## src/rtl/audio_bus_pkg.sv

```systemverilog
// Shared constants and types for the audio bus initiator: register offsets,
// FIFOSPACE field layout, FSM states and the single-transaction request.
package audio_bus_pkg;

   localparam logic [15:0] FIFOSPACE_OFS = 16'd4;
   localparam logic [15:0] LEFT_OFS      = 16'd8;
   localparam logic [15:0] RIGHT_OFS     = 16'd12;

   // FIFOSPACE: read-available counts in the low half, write-space in the high half
   localparam int RARC_LSB = 0;
   localparam int RALC_LSB = 8;
   localparam int WSRC_LSB = 16;
   localparam int WSLC_LSB = 24;

   typedef enum logic [2:0] {
      IDLE, POLL, DECIDE, RD_L, RD_R, WR_L, WR_R, GAP
   } state_t;

   typedef struct packed {
      logic        wr;
      logic [15:0] addr;
      logic [31:0] wdata;
   } xact_req_t;

   function automatic logic [7:0] fs_field(input logic [31:0] fs, input int lsb);
      return fs[lsb +: 8];
   endfunction

endpackage

```

## src/rtl/audio_bus_xact.sv

```systemverilog
// One bridge transaction: registers address/data/strobe on start, holds them
// until acknowledge, or gives up after ACK_TIMEOUT strobe cycles.
module audio_bus_xact
   import audio_bus_pkg::*;
#(
   parameter int ACK_TIMEOUT = 1023
) (
   input  logic        clk,
   input  logic        reset_n,
   input  logic        start,
   input  xact_req_t   req,
   input  logic        bus_acknowledge,
   input  logic [31:0] bus_read_data,
   output logic [15:0] bus_address,
   output logic        bus_read,
   output logic        bus_write,
   output logic [31:0] bus_write_data,
   output logic        done,
   output logic        timed_out,
   output logic [31:0] rdata
);

   localparam int CW = $clog2(ACK_TIMEOUT + 1);
   localparam logic [CW-1:0] CNT_LAST = CW'(ACK_TIMEOUT - 1);

   logic [CW-1:0] cnt;
   logic          active;

   // done/timed_out are combinational so the caller reacts on the ack edge itself
   assign active    = bus_read | bus_write;
   assign done      = active & bus_acknowledge;
   assign timed_out = active & ~bus_acknowledge & (cnt == CNT_LAST);
   assign rdata     = bus_read_data;

   always_ff @(posedge clk or negedge reset_n) begin
      if (!reset_n) begin
         bus_read       <= 1'b0;
         bus_write      <= 1'b0;
         bus_address    <= 16'd0;
         bus_write_data <= 32'd0;
         cnt            <= '0;
      end else if (done || timed_out) begin
         bus_read  <= 1'b0;
         bus_write <= 1'b0;
      end else if (start && !active) begin
         bus_read       <= ~req.wr;
         bus_write      <= req.wr;
         bus_address    <= req.addr;
         bus_write_data <= req.wdata;
         cnt            <= '0;
      end else if (active) begin
         cnt <= cnt + CW'(1);
      end
   end

endmodule

```

## src/rtl/audio_bus_initiator.sv

```systemverilog
// Polls the audio core FIFOSPACE register and moves stereo pairs between the
// core FIFOs and the ADC/DAC valid/ready streams over the bus-master bridge.
module audio_bus_initiator
   import audio_bus_pkg::*;
#(
   parameter logic [15:0] AUDIO_BASE  = 16'h3040,
   parameter int          ACK_TIMEOUT = 1023,
   parameter int          POLL_GAP    = 16
) (
   input  logic        clk,
   input  logic        reset_n,
   output logic [15:0] bus_address,
   output logic [3:0]  bus_byte_enable,
   output logic        bus_read,
   output logic        bus_write,
   output logic [31:0] bus_write_data,
   input  logic        bus_acknowledge,
   input  logic [31:0] bus_read_data,
   output logic [31:0] adc_left,
   output logic [31:0] adc_right,
   output logic        adc_valid,
   input  logic        adc_ready,
   input  logic [31:0] dac_left,
   input  logic [31:0] dac_right,
   input  logic        dac_valid,
   output logic        dac_ready,
   output logic        bus_error,
   input  logic        err_clr,
   output logic [15:0] drop_count
);

   localparam int GW = $clog2(POLL_GAP + 1);
   localparam logic [GW-1:0] GAP_LAST = GW'(POLL_GAP - 1);

   state_t      state;
   xact_req_t   xact_req;
   logic        xact_start;
   logic        xact_done;
   logic        xact_timed_out;
   logic [31:0] xact_rdata;
   logic [31:0] fifospace;
   logic [31:0] temp_left;
   logic [31:0] dac_left_hold;
   logic [31:0] dac_right_hold;
   logic [GW-1:0] gap_cnt;
   logic [7:0]  rarc, ralc, wsrc, wslc;
   logic        rd_ok, wr_ok;

   assign bus_byte_enable = 4'hF;

   assign rarc = fs_field(fifospace, RARC_LSB);
   assign ralc = fs_field(fifospace, RALC_LSB);
   assign wsrc = fs_field(fifospace, WSRC_LSB);
   assign wslc = fs_field(fifospace, WSLC_LSB);

   // A full pair must be readable/writable; the DAC side also needs a held pair
   assign rd_ok = (ralc != 8'd0) && (rarc != 8'd0) && !adc_valid;
   assign wr_ok = (wslc != 8'd0) && (wsrc != 8'd0) && !dac_ready;

   function automatic xact_req_t mk_req(input logic wr, input logic [15:0] ofs,
                                        input logic [31:0] wdata);
      xact_req_t r;
      r.wr    = wr;
      r.addr  = AUDIO_BASE + ofs;
      r.wdata = wdata;
      return r;
   endfunction

   audio_bus_xact #(
      .ACK_TIMEOUT(ACK_TIMEOUT)
   ) u_xact (
      .clk            (clk),
      .reset_n        (reset_n),
      .start          (xact_start),
      .req            (xact_req),
      .bus_acknowledge(bus_acknowledge),
      .bus_read_data  (bus_read_data),
      .bus_address    (bus_address),
      .bus_read       (bus_read),
      .bus_write      (bus_write),
      .bus_write_data (bus_write_data),
      .done           (xact_done),
      .timed_out      (xact_timed_out),
      .rdata          (xact_rdata)
   );

   always_ff @(posedge clk or negedge reset_n) begin
      if (!reset_n) begin
         state          <= IDLE;
         xact_start     <= 1'b0;
         xact_req       <= '0;
         fifospace      <= 32'd0;
         temp_left      <= 32'd0;
         adc_left       <= 32'd0;
         adc_right      <= 32'd0;
         adc_valid      <= 1'b0;
         dac_left_hold  <= 32'd0;
         dac_right_hold <= 32'd0;
         dac_ready      <= 1'b1;
         bus_error      <= 1'b0;
         drop_count     <= 16'd0;
         gap_cnt        <= '0;
      end else begin
         xact_start <= 1'b0;

         if (adc_valid && adc_ready)
            adc_valid <= 1'b0;

         // Capture only while empty; write-out only starts once full
         if (dac_valid && dac_ready) begin
            dac_left_hold  <= dac_left;
            dac_right_hold <= dac_right;
            dac_ready      <= 1'b0;
         end

         if (xact_timed_out)
            bus_error <= 1'b1;
         else if (err_clr)
            bus_error <= 1'b0;

         if (xact_timed_out) begin
            // Partial ADC pair is dropped; a held DAC pair stays full for retry
            state   <= GAP;
            gap_cnt <= '0;
         end else begin
            case (state)
               IDLE: begin
                  xact_start <= 1'b1;
                  xact_req   <= mk_req(1'b0, FIFOSPACE_OFS, 32'd0);
                  state      <= POLL;
               end
               POLL: if (xact_done) begin
                  fifospace <= xact_rdata;
                  state     <= DECIDE;
               end
               DECIDE: begin
                  if (rd_ok) begin
                     xact_start <= 1'b1;
                     xact_req   <= mk_req(1'b0, LEFT_OFS, 32'd0);
                     state      <= RD_L;
                  end else if (wr_ok) begin
                     xact_start <= 1'b1;
                     xact_req   <= mk_req(1'b1, LEFT_OFS, dac_left_hold);
                     state      <= WR_L;
                  end else begin
                     if (ralc != 8'd0 && adc_valid && drop_count != 16'hFFFF)
                        drop_count <= drop_count + 16'd1;
                     gap_cnt <= '0;
                     state   <= GAP;
                  end
               end
               RD_L: if (xact_done) begin
                  temp_left  <= xact_rdata;
                  xact_start <= 1'b1;
                  xact_req   <= mk_req(1'b0, RIGHT_OFS, 32'd0);
                  state      <= RD_R;
               end
               RD_R: if (xact_done) begin
                  adc_left  <= temp_left;
                  adc_right <= xact_rdata;
                  adc_valid <= 1'b1;
                  if (wr_ok) begin
                     xact_start <= 1'b1;
                     xact_req   <= mk_req(1'b1, LEFT_OFS, dac_left_hold);
                     state      <= WR_L;
                  end else begin
                     state <= IDLE;
                  end
               end
               WR_L: if (xact_done) begin
                  xact_start <= 1'b1;
                  xact_req   <= mk_req(1'b1, RIGHT_OFS, dac_right_hold);
                  state      <= WR_R;
               end
               WR_R: if (xact_done) begin
                  dac_ready <= 1'b1;
                  state     <= IDLE;
               end
               GAP: begin
                  if (gap_cnt == GAP_LAST)
                     state <= IDLE;
                  else
                     gap_cnt <= gap_cnt + GW'(1);
               end
               default: state <= IDLE;
            endcase
         end
      end
   end

endmodule

```

## config.mk

```make
export PLATFORM = sky130hd
export DESIGN_NAME = audio_bus_initiator
export DESIGN_NICKNAME = d
export VERILOG_FILES = /design/src/rtl/audio_bus_pkg.sv /design/src/rtl/audio_bus_xact.sv /design/src/rtl/audio_bus_initiator.sv
export SDC_FILE = /design/constraint.sdc
export NUM_CORES = 1
export LEC_CHECK = 0
export ABC_AREA = 1
export ABC_CLOCK_PERIOD_IN_PS = 2400
export CORE_UTILIZATION = 30
export DETAILED_ROUTE_END_ITERATION = 8
export GPL_TIMING_DRIVEN = 0
export PLACE_DENSITY = 0.48
export SYNTH_ARGS = -nofsm -noshare
export SYNTH_HDL_FRONTEND = slang
export SYNTH_SLANG_ARGS = --single-unit
```

## constraint.sdc

```tcl
create_clock -name clk -period 2.4 [get_ports clk]
set_input_delay 0.24 -clock clk [delete_from_list [all_inputs] [get_ports clk]]
set_output_delay 0.24 -clock clk [all_outputs]
set_load 0.05 [all_outputs]
```

==> impl_metrics.py <==
metrics = {
    "clocking": {
        "cts_buffers": 39,
        "htreeDepth": 2,
        "clock_path_buffers": 3,
        "tritoncts": "built",
        "clk_pin_slew_ns": 0.06,
        "root_buffer": "clkbuf_16",
        "clkLatencyLatePin_ns": 0.56,
        "cts_setup_buffers": 0,
        "cts_num_sinks": 329,
    },
    "floorplanning": {
        "start_util_pct": 30.5,
        "die_area_mm2": 0.0484,
        "core_area_mm2": 0.0468,
        "die_x_um": 220,
        "pin_count": 239,
        "placement_rows": 79,
        "die_h_um": 220,
    },
    "critical_path": {
        "worstSetupEndpointType": "output pin",
        "crit_fanout": 4,
        "path_class": "reg -> out",
        "crit_required_ns": 2.16,
        "worst_ep_arrival_time_ns": 1.99,
        "path_cells": "clkdlybuf4s50_1",
        "start_kind": "flop",
        "cpLargestDelayFamily": "buffers and inverters",
        "cpPeakStageDelay_ns": 0.88,
        "slowest_stage": "clkdlybuf4s50_1",
        "crit_buf_inv": 1,
    },
    "pwr": {
        "p_total_mw": 26.0,
        "vdd_drop_max_v": 0.000625,
        "leakage_nw": 9.15,
        "p_per_area_mw_per_mm2": 1380,
    },
    "timing": {
        "fin_skew_ns": 0.0196,
        "worst_pin_slew_ns": 0.812,
        "rsz0062_at_grt": "no",
        "post-route-period-util_pct": 92.8,
        "max_freq_ghz": 0.449,
        "fin_setup_tns_ns": 0,
        "final-hold-violation-count": 0,
        "min_period_ns": 2.23,
        "finalSetupViolations": 0,
        "slew_viol_final": 0,
        "slew_headroom_pct": 45.9,
    },
    "grt": {
        "grt_pass1_wl_um": 63400,
        "grt_usage_pct": 16.9,
        "antenna_found_initial": 0,
        "grt_max_degree": 117,
        "grt_pass1_vias": 11329,
        "gr-total-overflow": 0,
    },
    "cells_and_area": {
        "final_cells": 2524,
        "n_antenna_cell": 0,
        "areaGrowthSynthToFinish_pct": 31.4,
        "post-route-util_pct": 40.1,
        "drive_gt1_share_pct": 10.2,
        "fin_nets": 1998,
        "final_cell_mix": "512 x nand2_1, 328 x dfrtp_1, 233 x clkdlybuf4s50_1, 199 x inv_1, 153 x o21ai_0",
        "final_common_cell": "nand2_1",
        "stdcell_area_mm2": 0.0188,
    },
    "placed_design": {
        "dp.cells": 2456,
        "io_buffers": 234,
        "gp_congestion": 0.804,
        "dpl_cell_area_mm2": 0.0174,
        "hpwl_um": 28400,
    },
    "routing": {
        "ant_nets": 0,
        "vias": 11248,
        "post_drt_wl_per_cell_um": 15.9,
        "drtPass1Iterations": 8,
        "drt_wl_total_um": 40100,
        "drc": 8,
        "via_per_inst": 4.46,
        "drt_iter0_drc": 656,
    },
    "synth": {
        "syn-cell-area_mm2": 0.0143,
        "ys_seq_area_share_pct": 57.7,
        "synth_seq_cells": 329,
        "syn_inst": 1610,
        "yosysWarnings": 0,
        "synth_cell_types": 36,
        "syn_area_per_cell_um2": 8.86,
    },
    "run_status": {
        "violations": "design-rule violations",
        "outcome": "finished, violations left",
    },
    "worst_hold_path": {
        "hp-class": "in -> reg",
    },
    "run": {
        "maxCapViolCount": 0,
    },
}
==> kinds of logic (layout without fill, tap and decap cells) <==
logic type	count (synthesis)	count (layout)	share of synthesized area [%]
and+or+nand+nor	709	709	20.4
DFF	329	329	57.7
buffers and inverters	280	584	7.87
AOI/OAI and AO/OA	204	204	7.44
muxes	64	64	5.05
xor gates and xnor gates	18	18	1.10
adders and majority gates	5	5	0.438
other	1	4	0.0263
==> metrics by stage <==
step                      hold slack (ns)  worst slack (ns)
after detailed placement            0.351            0.0677
final                               0.256             0.173
after global routing                0.251            0.0701
after floorplan                   -0.0556             0.446
after global placement              0.430            -13.95
after CTS                           0.219             0.127
==> Yosys cell counts <==
master	instances	area, um^2
a21oi_4	2	32.5
nand3_1	76	380
ha_1	5	62.6
o32ai_1	2	17.5
or2_2	1	6.26
buf_6	2	22.5
buf_1	3	11.3
nand2_1	512	1920
nor2_1	74	278
a21oi_1	39	195
nand4_1	5	31.3
o21ai_0	153	766
dfstp_2	1	26.3
nand2_2	3	18.8
xor2_1	13	114
conb_1	1	3.75
nand3b_1	1	7.51
nand4_2	2	25.0
o21ai_1	4	20.0
nand3_2	3	30.0
dfrtp_1	328	8210
clkbuf_1	38	143
mux2_2	64	721
o22a_1	1	8.76
nand2_4	2	22.5
nor2_2	14	87.6
buf_2	22	110
xnor2_1	5	43.8
inv_1	199	747
a41oi_1	1	8.76
buf_4	8	60.1
nor2_4	2	22.5
inv_2	8	30.0
nor3_1	13	65.1
nor3_2	1	10.0
a31oi_1	2	12.5
==> sequential cells by signal, summed over array words and instances, names as in the netlist, 5 cells and up <==
name	flops
xact_req	49
drop_count	16
u_xact.bus_address	16
adc_right	32
u_xact.cnt	10
adc_left	32
u_xact.bus_write_data	32
gap_cnt	5
temp_left	32
dac_right_hold	32
fifospace	32
dac_left_hold	32
==> final timing paths <==
check,startpoint,endpoint,slack (ns),cells after the start
worst max-delay path,dac_ready,dac_ready,0.17,1
worst min-delay path,adc_ready,adc_valid,0.26,2
worst max register to register,fifospace[25],drop_count[5],0.32,10
worst min register to register,xact_req[38],xact_req[38],0.45,2
max in group asynchronous,reset_n,dac_right_hold[27],1.00,3
min in group asynchronous,reset_n,adc_right[16],0.31,2
==> metal layers <==
metal,vias to the layer above,share of wire (%),global-route usage [%]
met2,190,47,27.2
met1,5425,47,23.1
met4,0,2.4,5.52
met3,57,3.8,2.62
met5,-,0,0
li1,5576,-,-
==> final cells by class <==
| cell class | instances | area (um^2) |
|---|---|---|
| fill | 4733 | 28000 |
| sequential | 329 | 8230 |
| multi-input combinational | 1004 | 4930 |
| timing repair buffer | 237 | 2410 |
| clock buffer | 58 | 1160 |
| inverter | 207 | 777 |
| tap | 607 | 759 |
| buffer | 73 | 347 |
| clock inverter | 9 | 138 |
==> report_power, final <==
group          leakage (nW)  switching, mW  internal (mW)
sequential             4.23           1.15           7.68
clock                 0.634           2.38           3.65
combinational          4.29           7.46           3.65
total                  9.15           11.0           15.0
==> repair_timing <==
item | in CTS | in global routing
hold buffers | 1 | 0
setup endpoints to repair | 0 | 1
endpoints found under the hold margin | 96 | 0
resized for setup | 0 | 1
(Power assumes the default switching activity.)
